**src/rtl/port_arb_pkg.sv**
```systemverilog
// Shared types and constants for the three-port round-robin arbiter.
// Source codes, default widths and the output-stage state type.
package port_arb_pkg;

  localparam int DEF_DATA_W = 8;
  localparam int DEF_CNT_W  = 16;

  localparam logic [1:0] SRC_NONE = 2'd0;
  localparam logic [1:0] SRC_P1   = 2'd1;
  localparam logic [1:0] SRC_P2   = 2'd2;
  localparam logic [1:0] SRC_P3   = 2'd3;

  typedef enum logic {
    EMPTY = 1'b0,
    FULL  = 1'b1
  } state_t;

endpackage

```
**src/rtl/port_arb_if.sv**
```systemverilog
// Handshake bundle between three requesters, the arbiter and downstream.
// slave: arbiter view; master: requester/downstream view (PORT_ARB_STATS_EN adds counters).
interface port_arb_if #(
  parameter int DATA_W = 8,
  parameter int CNT_W  = 16
);

  logic [DATA_W-1:0] port1_data;
  logic [DATA_W-1:0] port2_data;
  logic [DATA_W-1:0] port3_data;
  logic              port1_valid;
  logic              port2_valid;
  logic              port3_valid;
  logic              port1_ready;
  logic              port2_ready;
  logic              port3_ready;
  logic [DATA_W-1:0] out_data;
  logic              out_valid;
  logic [1:0]        out_src;
  logic              out_ready;
`ifdef PORT_ARB_STATS_EN
  logic              stats_clr;
  logic [CNT_W-1:0]  port1_cnt;
  logic [CNT_W-1:0]  port2_cnt;
  logic [CNT_W-1:0]  port3_cnt;
`endif

  modport slave (
    input  port1_data, port2_data, port3_data,
    input  port1_valid, port2_valid, port3_valid,
    output port1_ready, port2_ready, port3_ready,
    output out_data, out_valid, out_src,
    input  out_ready
`ifdef PORT_ARB_STATS_EN
    , input stats_clr
    , output port1_cnt, port2_cnt, port3_cnt
`endif
  );

  modport master (
    output port1_data, port2_data, port3_data,
    output port1_valid, port2_valid, port3_valid,
    input  port1_ready, port2_ready, port3_ready,
    input  out_data, out_valid, out_src,
    output out_ready
`ifdef PORT_ARB_STATS_EN
    , output stats_clr
    , input port1_cnt, port2_cnt, port3_cnt
`endif
  );

endinterface

```
**src/rtl/port_arb_rr.sv**
```systemverilog
// Combinational round-robin picker: search starts after i_last, 1->2->3->1.
// Ports: i_valid[2:0] (bit0=port1), i_last; o_grant (0 if none), o_any.
module port_arb_rr
  import port_arb_pkg::*;
(
  input  logic [2:0] i_valid,
  input  logic [1:0] i_last,
  output logic [1:0] o_grant,
  output logic       o_any
);

  assign o_any = |i_valid;

  always_comb begin
    o_grant = SRC_NONE;
    unique case (i_last)
      SRC_P1: begin
        if (i_valid[1])      o_grant = SRC_P2;
        else if (i_valid[2]) o_grant = SRC_P3;
        else if (i_valid[0]) o_grant = SRC_P1;
      end
      SRC_P2: begin
        if (i_valid[2])      o_grant = SRC_P3;
        else if (i_valid[0]) o_grant = SRC_P1;
        else if (i_valid[1]) o_grant = SRC_P2;
      end
      // SRC_P3 and the unreachable SRC_NONE both start at port1
      default: begin
        if (i_valid[0])      o_grant = SRC_P1;
        else if (i_valid[1]) o_grant = SRC_P2;
        else if (i_valid[2]) o_grant = SRC_P3;
      end
    endcase
  end

endmodule

```
**src/rtl/port_arbiter.sv**
```systemverilog
// Round-robin arbiter: three valid/ready ports into one registered output.
// Ports: clk, rst_n, bus (port_arb_if.slave). PORT_ARB_STATS_EN adds counters.
module port_arbiter
  import port_arb_pkg::*;
#(
  parameter int DATA_W = DEF_DATA_W,
  parameter int CNT_W  = DEF_CNT_W
) (
  input  logic     clk,
  input  logic     rst_n,
  port_arb_if.slave bus
);

  state_t            r_state;
  logic [DATA_W-1:0] r_data;
  logic [1:0]        r_src;
  logic [1:0]        r_last;

  logic [2:0]        w_valid;
  logic [1:0]        w_grant;
  logic              w_any;
  logic              w_load;
  logic              w_acc;
  logic [DATA_W-1:0] w_mux;

  assign w_valid = {bus.port3_valid,
                    bus.port2_valid,
                    bus.port1_valid};

  port_arb_rr u_rr (
    .i_valid (w_valid),
    .i_last  (r_last),
    .o_grant (w_grant),
    .o_any   (w_any)
  );

  // Output register may take a new beat when empty or being drained.
  assign w_load = (r_state == EMPTY) || bus.out_ready;
  assign w_acc  = w_load && w_any;

  assign bus.port1_ready = w_load && (w_grant == SRC_P1);
  assign bus.port2_ready = w_load && (w_grant == SRC_P2);
  assign bus.port3_ready = w_load && (w_grant == SRC_P3);

  always_comb begin
    w_mux = '0;
    unique case (w_grant)
      SRC_P1:  w_mux = bus.port1_data;
      SRC_P2:  w_mux = bus.port2_data;
      SRC_P3:  w_mux = bus.port3_data;
      default: w_mux = '0;
    endcase
  end

  always_ff @(posedge clk or negedge rst_n) begin
    if (!rst_n) begin
      r_state <= EMPTY;
      r_data  <= '0;
      r_src   <= SRC_NONE;
      r_last  <= SRC_P3;
    end else if (w_acc) begin
      r_state <= FULL;
      r_data  <= w_mux;
      r_src   <= w_grant;
      r_last  <= w_grant;
    end else if (w_load) begin
      // Drained with nothing to refill: data keeps its last value.
      r_state <= EMPTY;
      r_src   <= SRC_NONE;
    end
  end

  assign bus.out_data  = r_data;
  assign bus.out_valid = (r_state == FULL);
  assign bus.out_src   = r_src;

`ifdef PORT_ARB_STATS_EN
  logic [CNT_W-1:0] r_cnt1;
  logic [CNT_W-1:0] r_cnt2;
  logic [CNT_W-1:0] r_cnt3;

  always_ff @(posedge clk or negedge rst_n) begin
    if (!rst_n) begin
      r_cnt1 <= '0;
      r_cnt2 <= '0;
      r_cnt3 <= '0;
    end else if (bus.stats_clr) begin
      r_cnt1 <= '0;
      r_cnt2 <= '0;
      r_cnt3 <= '0;
    end else if (w_acc) begin
      unique case (w_grant)
        SRC_P1:  r_cnt1 <= r_cnt1 + 1'b1;
        SRC_P2:  r_cnt2 <= r_cnt2 + 1'b1;
        SRC_P3:  r_cnt3 <= r_cnt3 + 1'b1;
        default: ;
      endcase
    end
  end

  assign bus.port1_cnt = r_cnt1;
  assign bus.port2_cnt = r_cnt2;
  assign bus.port3_cnt = r_cnt3;
`endif

endmodule

```
**src/flat_wrapper.sv**
```systemverilog
// flat-port wrapper written by rule: the top's interface ports become plain ports
module port_arbiter_flat import port_arb_pkg::*;
#(
  parameter int DATA_W = DEF_DATA_W,
  parameter int CNT_W  = DEF_CNT_W
)
  (clk, rst_n, bus_port1_data, bus_port2_data, bus_port3_data, bus_port1_valid, bus_port2_valid, bus_port3_valid, bus_port1_ready, bus_port2_ready, bus_port3_ready, bus_out_data, bus_out_valid, bus_out_src, bus_out_ready);
  port_arb_if #(.DATA_W(DATA_W), .CNT_W(CNT_W)) bus_i ();
  input  logic clk;
  input  logic rst_n;
  input wire logic [$bits(bus_i.port1_data)-1:0] bus_port1_data;
  input wire logic [$bits(bus_i.port2_data)-1:0] bus_port2_data;
  input wire logic [$bits(bus_i.port3_data)-1:0] bus_port3_data;
  input wire logic [$bits(bus_i.port1_valid)-1:0] bus_port1_valid;
  input wire logic [$bits(bus_i.port2_valid)-1:0] bus_port2_valid;
  input wire logic [$bits(bus_i.port3_valid)-1:0] bus_port3_valid;
  output wire logic [$bits(bus_i.port1_ready)-1:0] bus_port1_ready;
  output wire logic [$bits(bus_i.port2_ready)-1:0] bus_port2_ready;
  output wire logic [$bits(bus_i.port3_ready)-1:0] bus_port3_ready;
  output wire logic [$bits(bus_i.out_data)-1:0] bus_out_data;
  output wire logic [$bits(bus_i.out_valid)-1:0] bus_out_valid;
  output wire logic [$bits(bus_i.out_src)-1:0] bus_out_src;
  input wire logic [$bits(bus_i.out_ready)-1:0] bus_out_ready;
  assign bus_i.port1_data = bus_port1_data;
  assign bus_i.port2_data = bus_port2_data;
  assign bus_i.port3_data = bus_port3_data;
  assign bus_i.port1_valid = bus_port1_valid;
  assign bus_i.port2_valid = bus_port2_valid;
  assign bus_i.port3_valid = bus_port3_valid;
  assign bus_port1_ready = bus_i.port1_ready;
  assign bus_port2_ready = bus_i.port2_ready;
  assign bus_port3_ready = bus_i.port3_ready;
  assign bus_out_data = bus_i.out_data;
  assign bus_out_valid = bus_i.out_valid;
  assign bus_out_src = bus_i.out_src;
  assign bus_i.out_ready = bus_out_ready;
  port_arbiter #(.DATA_W(DATA_W), .CNT_W(CNT_W)) u_core (.clk(clk), .rst_n(rst_n), .bus(bus_i));
endmodule
```
**config.mk**
```make
export PLATFORM = sky130hd
export DESIGN_NAME = port_arbiter_flat
export DESIGN_NICKNAME = d
export VERILOG_FILES = /design/src/rtl/port_arb_pkg.sv /design/src/rtl/port_arb_if.sv /design/src/rtl/port_arb_rr.sv /design/src/rtl/port_arbiter.sv /design/src/flat_wrapper.sv
export SDC_FILE = /design/constraint.sdc
export NUM_CORES = 1
export LEC_CHECK = 0
export CORE_MARGIN = 1.5
export CORE_UTILIZATION = 38
export CTS_BUF_LIST = sky130_fd_sc_hd__clkbuf_2
export CTS_CLUSTER_SIZE = 25
export DETAILED_ROUTE_END_ITERATION = 12
export HOLD_SLACK_MARGIN = 0.02
export PLACE_DENSITY = 0.8
export SLEW_MARGIN = 5
export SYNTH_ARGS = -nofsm -noshare
export SYNTH_HDL_FRONTEND = slang
export SYNTH_SLANG_ARGS = --single-unit
export TNS_END_PERCENT = 5
```
**constraint.sdc**
```tcl
create_clock -name clk -period 2.5 [get_ports clk]
set_input_delay 0.25 -clock clk [delete_from_list [all_inputs] [get_ports clk]]
set_output_delay 0.25 -clock clk [all_outputs]
set_load 0.005 [all_outputs]
```
==> flow_metrics.env <==
export IMPL_status="finished clean"
export IMPL_dieArea_sq_um=2280
export IMPL_setup_tns_ns=0
export IMPL_critPathRequiredTime_ns=2.25
export IMPL_period_share=0.942
export IMPL_drc=0
export IMPL_startpoint="u_core.r_last[0]"
export IMPL_maxSlewViolCount=0
export IMPL_grt_pass1_vias=767
export IMPL_initial_core_util=0.396
export IMPL_drtIter0Drc=3
export IMPL_ctsHoldBuffers=0
export IMPL_p_sw_w=0.000460
export IMPL_setup_viol=0
export IMPL_drive_above_1_share=0.123
export IMPL_die_y_microns=47.8
export IMPL_seq_area_frac_synth=0.430
export IMPL_ios=44
export IMPL_place_hpwl_microns=1680
export IMPL_core_area_sq_um=1920
export IMPL_cp_depth=6
export IMPL_grt_overflow_total=0
export IMPL_vias=812
export IMPL_cp_max_fo=6
export IMPL_drt_wl_total_microns=2250
export IMPL_syn_area_per_cell_sq_um=9.29
export IMPL_grtUsageTotal=0.214
export IMPL_tightestPinTransition_ns=0.730
export IMPL_rsz0062_at_grt="false"
export IMPL_maxCapViolations=0
export IMPL_r2r_cells=7
export IMPL_numCtsBuffers=3
export IMPL_clock_root_buffer="clkbuf_2"
export IMPL_hold_viol=0
export IMPL_timing_rr_end="u_core.bus.out_data[4]"
export IMPL_vdd_drop_max_v=0.000517
export IMPL_viasPerCell=5.17
export IMPL_place_congestion=0.832
export IMPL_slew_headroom=0.512
export IMPL_p_leak_nw=0.571
export IMPL_ys_ff_latch=13
export IMPL_antenna_found_initial=0
export IMPL_cp_top_family="buffers and inverters"
export IMPL_syn_inst=82
export IMPL_cp_arrival_ns=2.10
export IMPL_nNetsFinal=163
export IMPL_crit_path_end="bus_port2_ready"
export IMPL_fmax_mhz=425
export IMPL_wl_per_cell_microns=14.3
export IMPL_clk_pin_slew_ns=0.13
export IMPL_cts_tree="yes"
export IMPL_internal_power_w=0.000798
export IMPL_crit_buf_inv=2
export IMPL_pwr_share_clk=0.090
export IMPL_clock_path_buffers=2
export IMPL_power_total_w=0.00126
export IMPL_rows=16
export IMPL_htree_num_levels=1
export IMPL_path_class="flop to primary output"
export IMPL_ant_nets=0
export IMPL_syn2layout_area_growth_pct=66.8
export IMPL_yosysWarnings=0
export IMPL_netlist_area_sq_um=762
export IMPL_syn_nets=114
export IMPL_max_stage_delay_ns=0.55
export IMPL_die_w_microns=47.8
export IMPL_ff2ff_setup_slack_ns=0.55
export IMPL_cts_sink_count=13
export IMPL_hold_class="input pin to asynchronous set/reset pin"
export IMPL_start_kind="flop"
export IMPL_fin_crit_ns=2.35
export IMPL_port_buffers=43
export IMPL_p_seq_frac=0.285
export IMPL_r2r_start="u_core.r_last[0]"
export IMPL_p_comb_frac=0.625
export IMPL_grt_pass1_wl_microns=3270
export IMPL_netSwitchingFraction=0.366
export IMPL_cp_cell_sequence="inv_1, ha_4, nor3b_1, o21ai_2, nor2_1, clkdlybuf4s50_1"
export IMPL_drt_pass1_iterations=3
export IMPL_num_antenna_cells=0
export IMPL_slowest_stage="dfstp_2"
export IMPL_finalClockSkew_ns=0.00280
export IMPL_final_common_cell="clkdlybuf4s50_1"
export IMPL_synth_distinct_cells=23
export IMPL_clk_latency_ns=0.27
export IMPL_layout_common_cells="41 x clkdlybuf4s50_1, 22 x nand2_1, 11 x dfrtp_1"
export IMPL_worstSetupEndpointType="primary output"
export IMPL_p_per_area_nw_per_um2=990
export IMPL_grt_max_degree=14
[routing by layer]
| metal | part of all wire | track usage |
|---|---|---|
| met1 | 0.40 | 0.239 |
| met2 | 0.52 | 0.360 |
| met3 | 0.053 | 0.0491 |
| met4 | 0.020 | 0.141 |
| met5 | 0 | 0 |
[area by class of cell]
class / instances / area (sq um)
fillers: 166 / 651
well taps: 27 / 33.8
multi-input cells: 60 / 398
flip-flops and latches: 13 / 328
clock buffers: 4 / 20.0
repair buffers: 48 / 473
inverters: 5 / 18.8
[sequential cells by signal, summed over array words and instances (netlist names)]
signal                count
u_core.bus.out_data       8
u_core.bus.out_src        2
u_core.r_last             2
u_core.bus.out_valid      1
[worst reg2reg max path, cell delays in order, from the launching register on]
cell	delay (ns)
dfstp_2	0.55
inv_1	0.07
ha_4	0.27
o21bai_1	0.18
a21oi_2	0.21
buf_4	0.21
mux2i_1	0.22
o221ai_1	0.13
[cells by family (layout without fill, tap and decap cells)]
| kind of cell | after synthesis | after routing | share of synthesized area |
|---|---|---|---|
| and+or+nand+nor | 33 | 33 | 0.195 |
| AOI/OAI and AO/OA | 17 | 17 | 0.172 |
| buffers and inverters | 9 | 57 | 0.0640 |
| DFF | 13 | 13 | 0.430 |
| muxes | 8 | 8 | 0.105 |
| adders and majority gates | 2 | 2 | 0.0328 |
[repair_timing]
item,4_1_cts,5_1_grt
buffers inserted,0,1
endpoints found under the setup margin,2,2
gates resized for setup,1,2
[worst min path at each step]
stage | start | endpoint | cells past startpoint
after floorplan | rst_n | u_core.bus.out_data[0] | 0
after global placement | u_core.bus.out_src[0] | u_core.bus.out_src[0] | 2
after detailed placement | u_core.bus.out_data[6] | u_core.bus.out_data[6] | 2
after CTS | rst_n | u_core.bus.out_data[6] | 1
after global routing | rst_n | u_core.bus.out_data[5] | 1
final | rst_n | u_core.bus.out_data[6] | 1
[power groups by stage]
stage / logic [W] / clock network [W] / registers [W]
after floorplan: 0.000411 / 0 / 0.000363
after global placement: 0.000721 / 0 / 0.000358
after detailed placement: 0.000743 / 0 / 0.000361
after CTS: 0.000776 / 0.000116 / 0.000361
after global routing: 0.000852 / 0.000126 / 0.000369
final: 0.000787 / 0.000113 / 0.000358
[cells in the mapped netlist]
master	number	area [sq um]
a211oi_1	1	7.51
dfstp_2	2	52.6
mux2i_1	8	80.1
nand2b_1	2	12.5
nor3b_1	1	7.51
nor2b_2	1	8.76
or3_4	1	11.3
dfrtp_1	11	275
a21oi_2	1	8.76
ha_1	2	25.0
nor3_1	1	5.00
buf_6	2	22.5
o32ai_1	1	8.76
o21ai_0	2	10.0
or2_1	1	6.26
o21bai_1	1	7.51
nand2_1	22	82.6
a21oi_1	2	10.0
clkbuf_1	2	7.51
inv_1	5	18.8
nor2_1	4	15.0
o221ai_1	8	70.1
o21ai_2	1	8.76
[per-stage QoR]
stage	instances	util	hold WS [ns]	setup slack [ns]	area, sq um
6_report	157	0.661	0.335	0.146	1270
5_1_grt	157	0.661	0.365	0.0402	1270
4_1_cts	156	0.655	0.348	0.00553	1260
3_5_place_dp	152	0.638	0.479	0.245	1230
3_3_place_gp	152	0.638	0.468	0.283	1230
2_1_floorplan	82	-	-0.0456	0.654	762
(Power assumes the default switching activity.)
